==> src/rtl/instruction_queue.sv <==
// Circular instruction FIFO between the decoder and the bus arbiter, tagging each entry with its target RS.
// Optional same-cycle empty-queue bypass is enabled by defining INSTRUCTION_QUEUE_BYPASS_EN.

package types;
    typedef struct packed {
        logic [5:0] opcode;
        logic [4:0] rd;
        logic [4:0] rs1;
        logic [4:0] rs2;
        logic [7:0] imm;
    } operation_specification;
endpackage

module instruction_queue #(
    parameter int DEPTH    = 8,
    parameter int RS_COUNT = 3
) (
    input  logic                                          clk,
    input  logic                                          rst_n,
    input  logic                                          flush,
    input  logic                                          enq_valid,
    output logic                                          enq_ready,
    input  logic [2:0]                                    enq_target_rs,
    input  logic [$bits(types::operation_specification)-1:0] enq_op_spec,
    output logic                                          fetch_valid,
    output logic [2:0]                                    fetch_target_rs,
    output logic [$bits(types::operation_specification)-1:0] fetch_op_spec,
    input  logic                                          QueuePolled,
    output logic [$clog2(DEPTH+1)-1:0]                    count,
    output logic                                          full,
    output logic                                          empty,
    output logic                                          bad_target
);

    localparam int OP_W  = $bits(types::operation_specification);
    localparam int PTR_W = (DEPTH > 1) ? $clog2(DEPTH) : 1;
    localparam int CNT_W = $clog2(DEPTH + 1);
    localparam logic [PTR_W-1:0] LAST_IDX  = PTR_W'(DEPTH - 1);
    localparam logic [CNT_W-1:0] DEPTH_CNT = CNT_W'(DEPTH);

    logic [2:0]      r_target [DEPTH];
    logic [OP_W-1:0] r_op     [DEPTH];
    logic [PTR_W-1:0] r_head;
    logic [PTR_W-1:0] r_tail;
    logic [CNT_W-1:0] r_count;
    logic             r_bad_target;

    logic            w_full;
    logic            w_empty;
    logic            w_legal;
    logic            w_offer;
    logic            w_enq;
    logic            w_drop;
    logic            w_bypass;
    logic            w_fetch_valid;
    logic [2:0]      w_fetch_target;
    logic [OP_W-1:0] w_fetch_op;
    logic            w_deq;
    logic            w_push;
    logic            w_pop;
    logic [PTR_W-1:0] w_head_next;
    logic [PTR_W-1:0] w_tail_next;

    always_comb begin
        w_full  = (r_count == DEPTH_CNT);
        w_empty = (r_count == '0);
        w_legal = (int'(enq_target_rs) < RS_COUNT);
        w_offer = enq_valid && !w_full && !flush;
        w_enq   = w_offer && w_legal;
        w_drop  = w_offer && !w_legal;

        w_head_next = (r_head == LAST_IDX) ? '0 : r_head + PTR_W'(1);
        w_tail_next = (r_tail == LAST_IDX) ? '0 : r_tail + PTR_W'(1);

`ifdef INSTRUCTION_QUEUE_BYPASS_EN
        w_bypass = w_empty && w_enq;
`else
        w_bypass = 1'b0;
`endif

        // Empty queue presents zeros unless a bypassed instruction is on the input.
        w_fetch_valid  = !w_empty || w_bypass;
        w_fetch_target = '0;
        w_fetch_op     = '0;
        if (!w_empty) begin
            w_fetch_target = r_target[r_head];
            w_fetch_op     = r_op[r_head];
        end else if (w_bypass) begin
            w_fetch_target = enq_target_rs;
            w_fetch_op     = enq_op_spec;
        end

        w_deq  = QueuePolled && w_fetch_valid && !flush;
        w_pop  = w_deq && !w_empty;
        w_push = w_enq && !(w_bypass && w_deq);
    end

    // Flush wins over any enqueue/dequeue; bad_target is sticky until reset only.
    always_ff @(posedge clk or negedge rst_n) begin
        if (!rst_n) begin
            for (int i = 0; i < DEPTH; i++) begin
                r_target[i] <= '0;
                r_op[i]     <= '0;
            end
            r_head       <= '0;
            r_tail       <= '0;
            r_count      <= '0;
            r_bad_target <= 1'b0;
        end else begin
            if (w_drop) begin
                r_bad_target <= 1'b1;
            end
            if (flush) begin
                r_head  <= '0;
                r_tail  <= '0;
                r_count <= '0;
            end else begin
                if (w_push) begin
                    r_target[r_tail] <= enq_target_rs;
                    r_op[r_tail]     <= enq_op_spec;
                    r_tail           <= w_tail_next;
                end
                if (w_pop) begin
                    r_head <= w_head_next;
                end
                if (w_push && !w_pop) begin
                    r_count <= r_count + CNT_W'(1);
                end else if (w_pop && !w_push) begin
                    r_count <= r_count - CNT_W'(1);
                end
            end
        end
    end

    assign enq_ready       = !w_full;
    assign full            = w_full;
    assign empty           = w_empty;
    assign count           = r_count;
    assign bad_target      = r_bad_target;
    assign fetch_valid     = w_fetch_valid;
    assign fetch_target_rs = w_fetch_target;
    assign fetch_op_spec   = w_fetch_op;

endmodule

==> config.mk <==
export PLATFORM = sky130hd
export DESIGN_NAME = instruction_queue
export DESIGN_NICKNAME = d
export VERILOG_FILES = /design/src/rtl/instruction_queue.sv
export SDC_FILE = /design/constraint.sdc
export NUM_CORES = 1
export LEC_CHECK = 0
export ABC_AREA = 0
export CORE_MARGIN = 2
export CORE_UTILIZATION = 63
export CTS_CLUSTER_SIZE = 10
export DETAILED_ROUTE_END_ITERATION = 6
export HOLD_SLACK_MARGIN = 0.06
export PLACE_DENSITY = 0.8
export SETUP_SLACK_MARGIN = 0.15
export SYNTH_ARGS = -nofsm -noshare
export SYNTH_HDL_FRONTEND = slang
export SYNTH_SLANG_ARGS = --single-unit
==> constraint.sdc <==
create_clock -name clk -period 6.1 [get_ports clk]
set_input_delay 0.915 -clock clk [delete_from_list [all_inputs] [get_ports clk]]
set_output_delay 0.915 -clock clk [all_outputs]
set_load 0.1 [all_outputs]
After elaboration in Yosys (flattened, before gate mapping)
Index checks and enable logic that the tools add are counted.
- register bits: 267
- input port bits: 37
- output and inout port bits: 41
- word-level logic and storage cells: 78
- add/subtract/negate cells: 4
- order comparisons: 4
- equal/unequal tests: 3
- mux-type cells: 23
- bitwise operators: 3
- reductions and logical operators: 21
- operators with widths (kind ; count):
    232-bit bitwise mux ; 1
    29-bit 2-to-1 mux ; 4
    29-bit binary-select mux with 3-bit select ; 1
    29-bit demux with 3-bit select ; 1
    3-bit 2-to-1 mux ; 10
    24-bit bitwise mux ; 1
    4-bit 2-to-1 mux ; 3
    1-bit logical AND ; 10
    3-bit binary-select mux with 3-bit select ; 1
    3-bit demux with 3-bit select ; 1
    4-bit greater-or-equal comparator, second input constant ; 2
    3-bit inverter with 4-bit output ; 2
    3-bit by 1-bit adder with 3-bit output, second input constant ; 2
    3-bit == test, second input constant ; 2
    1-bit logical NOT ; 6
    4-bit by 1-bit adder with 4-bit output, second input constant ; 1
    4-bit == test, second input constant ; 1
    4-bit logical NOT ; 1
    4-bit by 1-bit less-than comparator with 1-bit output, second input constant ; 1
    2-bit nonzero test ; 2
    4-bit by 1-bit subtractor with 4-bit output, second input constant ; 1
    3-bit by 2-bit less-than comparator with 1-bit output, second input constant ; 1
    3-bit nonzero test ; 1
    2-bit AND reduction ; 1
    1-bit inverter ; 1

Depth between registers and ports, before layout
Gate-level depths: netlist of run 1.
- word-level depth: 10
- depth in mapped cells: 11
- depth with buffers taken out: 9

Worst setup path after synthesis of run 1
Ideal clock, no wire load.
- kind: register to output
- from: register r_count[2] (netlist: count[2])
- to: output fetch_op_spec[20] (netlist bit)
- arrival: 3.464 ns
- required time: 5.185 ns
- path slack: 1.721 ns
- stages on the path, launching flop included: 4
- buffers on the path: 1
- path through: dfrtp_1 -> nor4_1 -> clkbuf_1 -> nor2_1
- word-level cells in the longest chain between the ends: 2
- RTL lines (item ; line ; text):
    start: declaration ; 45 ; logic [CNT_W-1:0] r_count;
    start signal: assignment ; 127 ; r_count <= r_count + CNT_W'(1);
    start signal: assignment ; 129 ; r_count <= r_count - CNT_W'(1);
    4-bit logical NOT ; 66 ; w_empty = (r_count == '0);
    net empty ; 31 ; output logic empty,
    29-bit 2-to-1 mux ; 85 ; if (!w_empty) begin
    end: declaration ; 27 ; output logic [$bits(types::operation_specification)-1:0] fetch_op_spec,
The timed path passes the listed nets, and every way through them passes these cells.

Final worst setup path of run 1
- from: register r_head[0]
- to: output fetch_op_spec[27] (netlist bit)
- word-level cells in the longest chain between the ends: 5
- RTL lines (item ; line ; text):
    start: declaration ; 43 ; logic [PTR_W-1:0] r_head;
    start signal: assignment ; 124 ; r_head <= w_head_next;
    3-bit inverter with 4-bit output (not written as such) ; 87 ; w_fetch_op = r_op[r_head];
    29-bit binary-select mux with 3-bit select ; 87 ;
    29-bit 2-to-1 mux (not written as such) (2 in series) ; 87 ;
    29-bit 2-to-1 mux ; 85 ;
No other way between the ends. The select of a mux whose other input is x is not followed.

==> metrics, run 1 <==
outcome completed; CP top delay family buffers and inverters; Clock Path Buffers 3; dominant synthesized flop cell dfrtp_1; multi-input logic area 5320 um2; Row Count 51; Unique masters post-synth 41; Tcrit/Tclk final 0.757; setup ws final 1480 ps; sequential fraction of the synthesis area 0.545; largest net degree at the start of global routing 98; vias in the first global route 7686; P per Cell Area 441 nW/um2; fin crit period 4620 ps; Post-Route WL 25600 um; antenna-violating nets left 0; critical path class reg2out; cts bufs inserted 30; I/O pins 78; # Max-Cap Violations 0; nets@finish 890; layout cell share with drive strength beyond 1 0.432; port bufs 77; # setup viols final 0; RR Startpoint count[0]$_DFFE_PN0P_; TritonRoute pass-1 iters 4; fmax 217 MHz; Arr. time, crit path 3700 ps; Horiz. Die Dim 143 um; register area 6690 um2; most frequent cell after synthesis dfrtp_1; Worst-path clk slew 60 ps; DR iter-0 viols 401; crit path buf inv count 2; RSZ-0062 raised after global routing no; Worst Setup End Kind output pin; Post-synth EDFFs 0; slowest CP cell clkdlybuf4s50_1; global-route wire length before repair 41600 um; Max IR drop VDD 0.350 mV; max-slew violation count 0; Final Hold Fails 0; later-pin clock latency in the skew report 530 ps; Congestion Overflow GR 0; Worst Skew 5.10 ps; cell breakdown of the critical path buf_4, mux4_2, mux2i_1, nor2_1, clkdlybuf4s50_1; crit path launch type flop; final-layout fill cell count 1243; post-place setup slack 1980 ps; Die H 143 um; Async SR Flop Fraction 1.00; Synth area leader dfrtp_1; Post-synth top cells dfrtp_1 (267), mux2_2 (213), mux4_2 (64); Post-CTS Setup Bufs 0; reg-to-reg slack, setup 3050 ps; post-synth net total 816; tightest hold margin 383 ps; htree depth 1; syn_area_per_cell 15.9 um2; Starting Density 0.636; HP Class in2async; CTS resizes 0; Netlist Area Pre-Place 12200 um2; hold buffers post-CTS 0; Area Overhead vs Synth 14.7%; setup tns final 0 ps; slew margin rel. 0.273; max incr delay on CP 990 ps; GPL Wtd Cong 0.748; Crit path required time 5180 ps; r2r worst-path depth 5; Yosys top cell area share 0.545; Yosys warning total 0; DP Wirelength 15200 um; floorplan core area 19300 um2; Least-Margin Pin Slew 1090 ps; CTS tree done; vias per std cell 6.22; drt wl/cell 22.9 um; Lkg Pwr 6.46 nW; final routed DRC violation total 0; die area 20600 um2; #FFs+latches synth 267; Clock Sinks 267; top cells by area, synth dfrtp_1 (55%), mux2_2 (20%), mux4_2 (12%), mux2_4 (3.6%), mux2i_1 (2.6%); gr usage total 0.262; CP Max Fanout 36; Syn Inst Count 772; antenna violations before repair 1; Clk Tree Root Cell clkbuf_16; capturing point of the worst reg2reg path r_op[95]$_DFFE_PN0P_; Vias 6941
## registers in the layout, indices dropped and copies added, names as in the netlist
name        count
bad_target      1
count           4
r_head          3
r_op          232
r_tail          3
r_target       24
## area by class of cell
class / instances / share of cell area
multi-input cells: 447 / 0.378
inverters: 8 / 0.00214
clock buffers: 35 / 0.0563
well taps: 265 / 0.0236
diodes: 2 / 0.000356
flip-flops and latches: 267 / 0.476
repair buffers: 92 / 0.0632
## how the worst max path moves through the flow
stage / from / end / slack [ps] / depth (start not counted)
final: r_head[0]$_DFFE_PN0P_ / fetch_op_spec[27] / 1480 / 5
after global routing: r_head[0]$_DFFE_PN0P_ / fetch_op_spec[27] / 1230 / 5
after CTS: r_head[0]$_DFFE_PN0P_ / fetch_op_spec[27] / 1390 / 5
after detailed placement: flush / r_op[57]$_DFFE_PN0P_ / 1980 / 6
after global placement: r_head[0]$_DFFE_PN0P_ / fetch_op_spec[27] / 1990 / 5
after floorplan: count[2]$_DFFE_PN0P_ / fetch_op_spec[20] / 1720 / 3
## power breakdown
group	switching, mW	internal (mW)	total, mW	leakage (nW)
logic	1.79	0.766	2.56	2.44
clock network	0.639	0.891	1.53	0.387
registers	0.176	1.93	2.10	3.64
total	2.61	3.58	6.19	6.46
## worst register-to-register path, stage by stage (launching register included)
cell and delay, ps:
dfrtp_1 470, or4b_1 670, and3_1 330, nand4_1 570, buf_4 490, mux2_2 410
## per-layer routing
metal  GRT usage  routed length, um  vias to the layer above
li1            -                  -                     2999
met1       0.363              10900                     3753
met2       0.446              13100                      147
met3      0.0350               1030                       42
met4      0.0681                535                        0
met5           0                  0                        -
## layout by cell type (no fill, tap or decap), drive strengths merged, types with 2 or more instances in the layout
master         Yosys  layout
o41ai              2       2
dfrtp            267     267
ha                 6       6
nor4               3       3
diode              0       2
nand2              9       9
mux4              64      64
a21oi              6       6
nor2b              6       6
mux2i             32      32
o21ai              3       3
and2               4       4
nor3b              3       3
clkdlybuf4s50      0      76
clkbuf            13      35
mux2             249     249
nand3              3       3
nor2              36      36
nor3               6       6
a21o               2       2
buf               37      16
inv                8       8
## per-stage QoR
| step | instances | power, mW | utilization | instance area (um2) |
|---|---|---|---|---|
| 6_report | 1116 | 6.19 | 0.729 | 14000 |
| 5_1_grt | 1115 | 6.43 | 0.729 | 14000 |
| 4_1_cts | 1114 | 6.23 | 0.729 | 14000 |
| 3_5_place_dp | 1079 | 4.70 | 0.688 | 13300 |
| 3_3_place_gp | 1079 | 4.65 | 0.688 | 13300 |
| 2_1_floorplan | 772 | 4.07 | - | 12200 |
## cells by family after synthesis
group                      Yosys count  share of synthesized area
muxes                              345                      0.382
DFF                                267                      0.545
and+or+nand+nor                     77                     0.0316
buffers and inverters               58                     0.0235
AOI/OAI and AO/OA                   17                    0.00940
adders and majority gates            7                    0.00776
xor gates and xnor gates             1                   0.000715
No activity file was read; power rests on OpenSTA's default activity.
==> inputs of run 2 (changes only) <==
--- a/config.mk
+++ b/config.mk
@@ -7,11 +7,11 @@
 export LEC_CHECK = 0
 export ABC_AREA = 0
 export CORE_MARGIN = 2
-export CORE_UTILIZATION = 63
+export CORE_UTILIZATION = 59
 export CTS_CLUSTER_SIZE = 10
 export DETAILED_ROUTE_END_ITERATION = 6
 export HOLD_SLACK_MARGIN = 0.06
-export PLACE_DENSITY = 0.8
+export PLACE_DENSITY = 0.75
 export SETUP_SLACK_MARGIN = 0.15
 export SYNTH_ARGS = -nofsm -noshare
 export SYNTH_HDL_FRONTEND = slang
==> constraint.sdc (replaced) <==
create_clock -name clk -period 4.6 [get_ports clk]
set_input_delay 0.69 -clock clk [delete_from_list [all_inputs] [get_ports clk]]
set_output_delay 0.69 -clock clk [all_outputs]
set_load 0.1 [all_outputs]
==> metrics, run 2 (synthesis results as in run 1) <==
floorplan core area 20300 um2; Clk Tree Root Cell clkbuf_16; # Max-Cap Violations 0; max FFs per register 232; Worst Skew 11.4 ps; fmax 254 MHz; # setup viols final 0; commonest non-fill, non-tap cell in the layout dfrtp_1; tightest hold margin 298 ps; later-pin clock latency in the skew report 540 ps; drt wl/cell 23.0 um; Vias 6901; largest net degree at the start of global routing 147; largest reg by FF count r_op; HP Class in2async; commonest non-fill, non-tap cells in the layout dfrtp_1 (264), mux2_2 (213), mux4_2 (64); global-route wire length before repair 42400 um; Clock Sinks 267; TritonRoute pass-1 iters 4; Arr. time, crit path 3240 ps; crit path launch type flop; hold buffers post-CTS 0; Core Util, Final 0.692; final routed DRC violation total 0; setup tns final 0 ps; Non-Filler Instances 1124; Lkg Pwr 6.53 nW; Area after DPL 13300 um2; fin crit period 3930 ps; CTS tree done; RR Startpoint count[0]$_DFFE_PN0P_; Worst-path clk slew 60 ps; antenna-violating nets left 0; Final Hold Fails 0; die area 21900 um2; layout cell share with drive strength beyond 1 0.460; Max IR drop VDD 0.537 mV; outcome completed; gr usage total 0.247; cts bufs inserted 30; critical path class reg2out; P per Cell Area 583 nW/um2; CP Max Fanout 30; Worst Setup End Kind output pin; antenna violations before repair 0; Area Overhead vs Synth 14.7%; Ant. Diodes 0; GPL Wtd Cong 0.726; Clock Path Buffers 3; post-route cell area 14000 um2; Horiz. Die Dim 148 um; DR iter-0 viols 273; DP Wirelength 15600 um; port bufs 77; nets@finish 895; Post-Route WL 25900 um; Congestion Overflow GR 0; Least-Margin Pin Slew 1090 ps; RSZ-0062 raised after global routing no; Die H 148 um; Crit path required time 3910 ps; Worst Setup SP r_head[0]$_DFFE_PN0P_; post-place setup slack 948 ps; Starting Density 0.603; cell total after placement 1089; vias in the first global route 7751; Row Count 52; vias per std cell 6.14; setup ws final 670 ps; max-slew violation count 0; I/O pins 78; CTS resizes 0; slew margin rel. 0.276; Post-CTS Setup Bufs 0; Tcrit/Tclk final 0.854; PnR Total Power 8.19 mW; htree depth 1
run 2: changes by cell type in the layout (fill, tap and decap cells not counted):
cell / change
clkdlybuf4s50_1: -21
buf_4: +25
diode_2: -2
buf_12: +1
run 2: metal layers:
metal  wire length, um  vias up  track usage
met5                 0        -            0
met4               489        0       0.0638
met3               947       37       0.0377
met2             13400      132        0.431
met1             11000     3744        0.328
li1                  -     2988            -
run 2: final timing paths:
kind                                         end  slack (ps)  depth (start not counted)
min reg2reg                r_op[168]$_DFFE_PN0P_         490                          1
max reg2reg                 count[3]$_DFFE_PN0P_        1710                          8
min                         r_op[81]$_DFFE_PN0P_         300                          1
min in group clk           r_op[168]$_DFFE_PN0P_         490                          1
max in group asynchronous  r_head[2]$_DFFE_PN0P_        3180                          2
max                            fetch_op_spec[20]         670                          4
run 2: final cells by class:
| cell class | count | area, um2 |
|---|---|---|
| Timing Repair Buffer | 97 | 886 |
| Fill cell | 1385 | 6250 |
| Sequential cell | 267 | 6690 |
| Tap cell | 270 | 338 |
| Clock buffer | 35 | 791 |
| Multi-Input combinational cell | 447 | 5320 |
| Inverter | 8 | 30.0 |
run 2: worst max-delay path, stage by stage, from the launching register on:
cell             delay, ps
dfrtp_4                850
mux4_2                 600
mux2i_1                170
nor2_1                  90
clkdlybuf4s50_1        980
run 2: power breakdown:
group | leakage (nW) | internal [mW] | switching [mW]
Sequential | 3.64 | 2.55 | 0.203
Combinational | 2.50 | 0.983 | 2.44
Clock | 0.387 | 1.18 | 0.836
Total | 6.53 | 4.72 | 3.48
==> inputs of run 3 (changes only) <==
--- a/config.mk
+++ b/config.mk
@@ -6,6 +6,8 @@
 export NUM_CORES = 1
 export LEC_CHECK = 0
 export ABC_AREA = 0
+export ABC_CLOCK_PERIOD_IN_PS = 4600
+export CAP_MARGIN = 0
 export CORE_MARGIN = 2
 export CORE_UTILIZATION = 59
 export CTS_CLUSTER_SIZE = 10
==> results of run 3 <==
No change in the layout: final DEF, timing and power equal those of run 2.
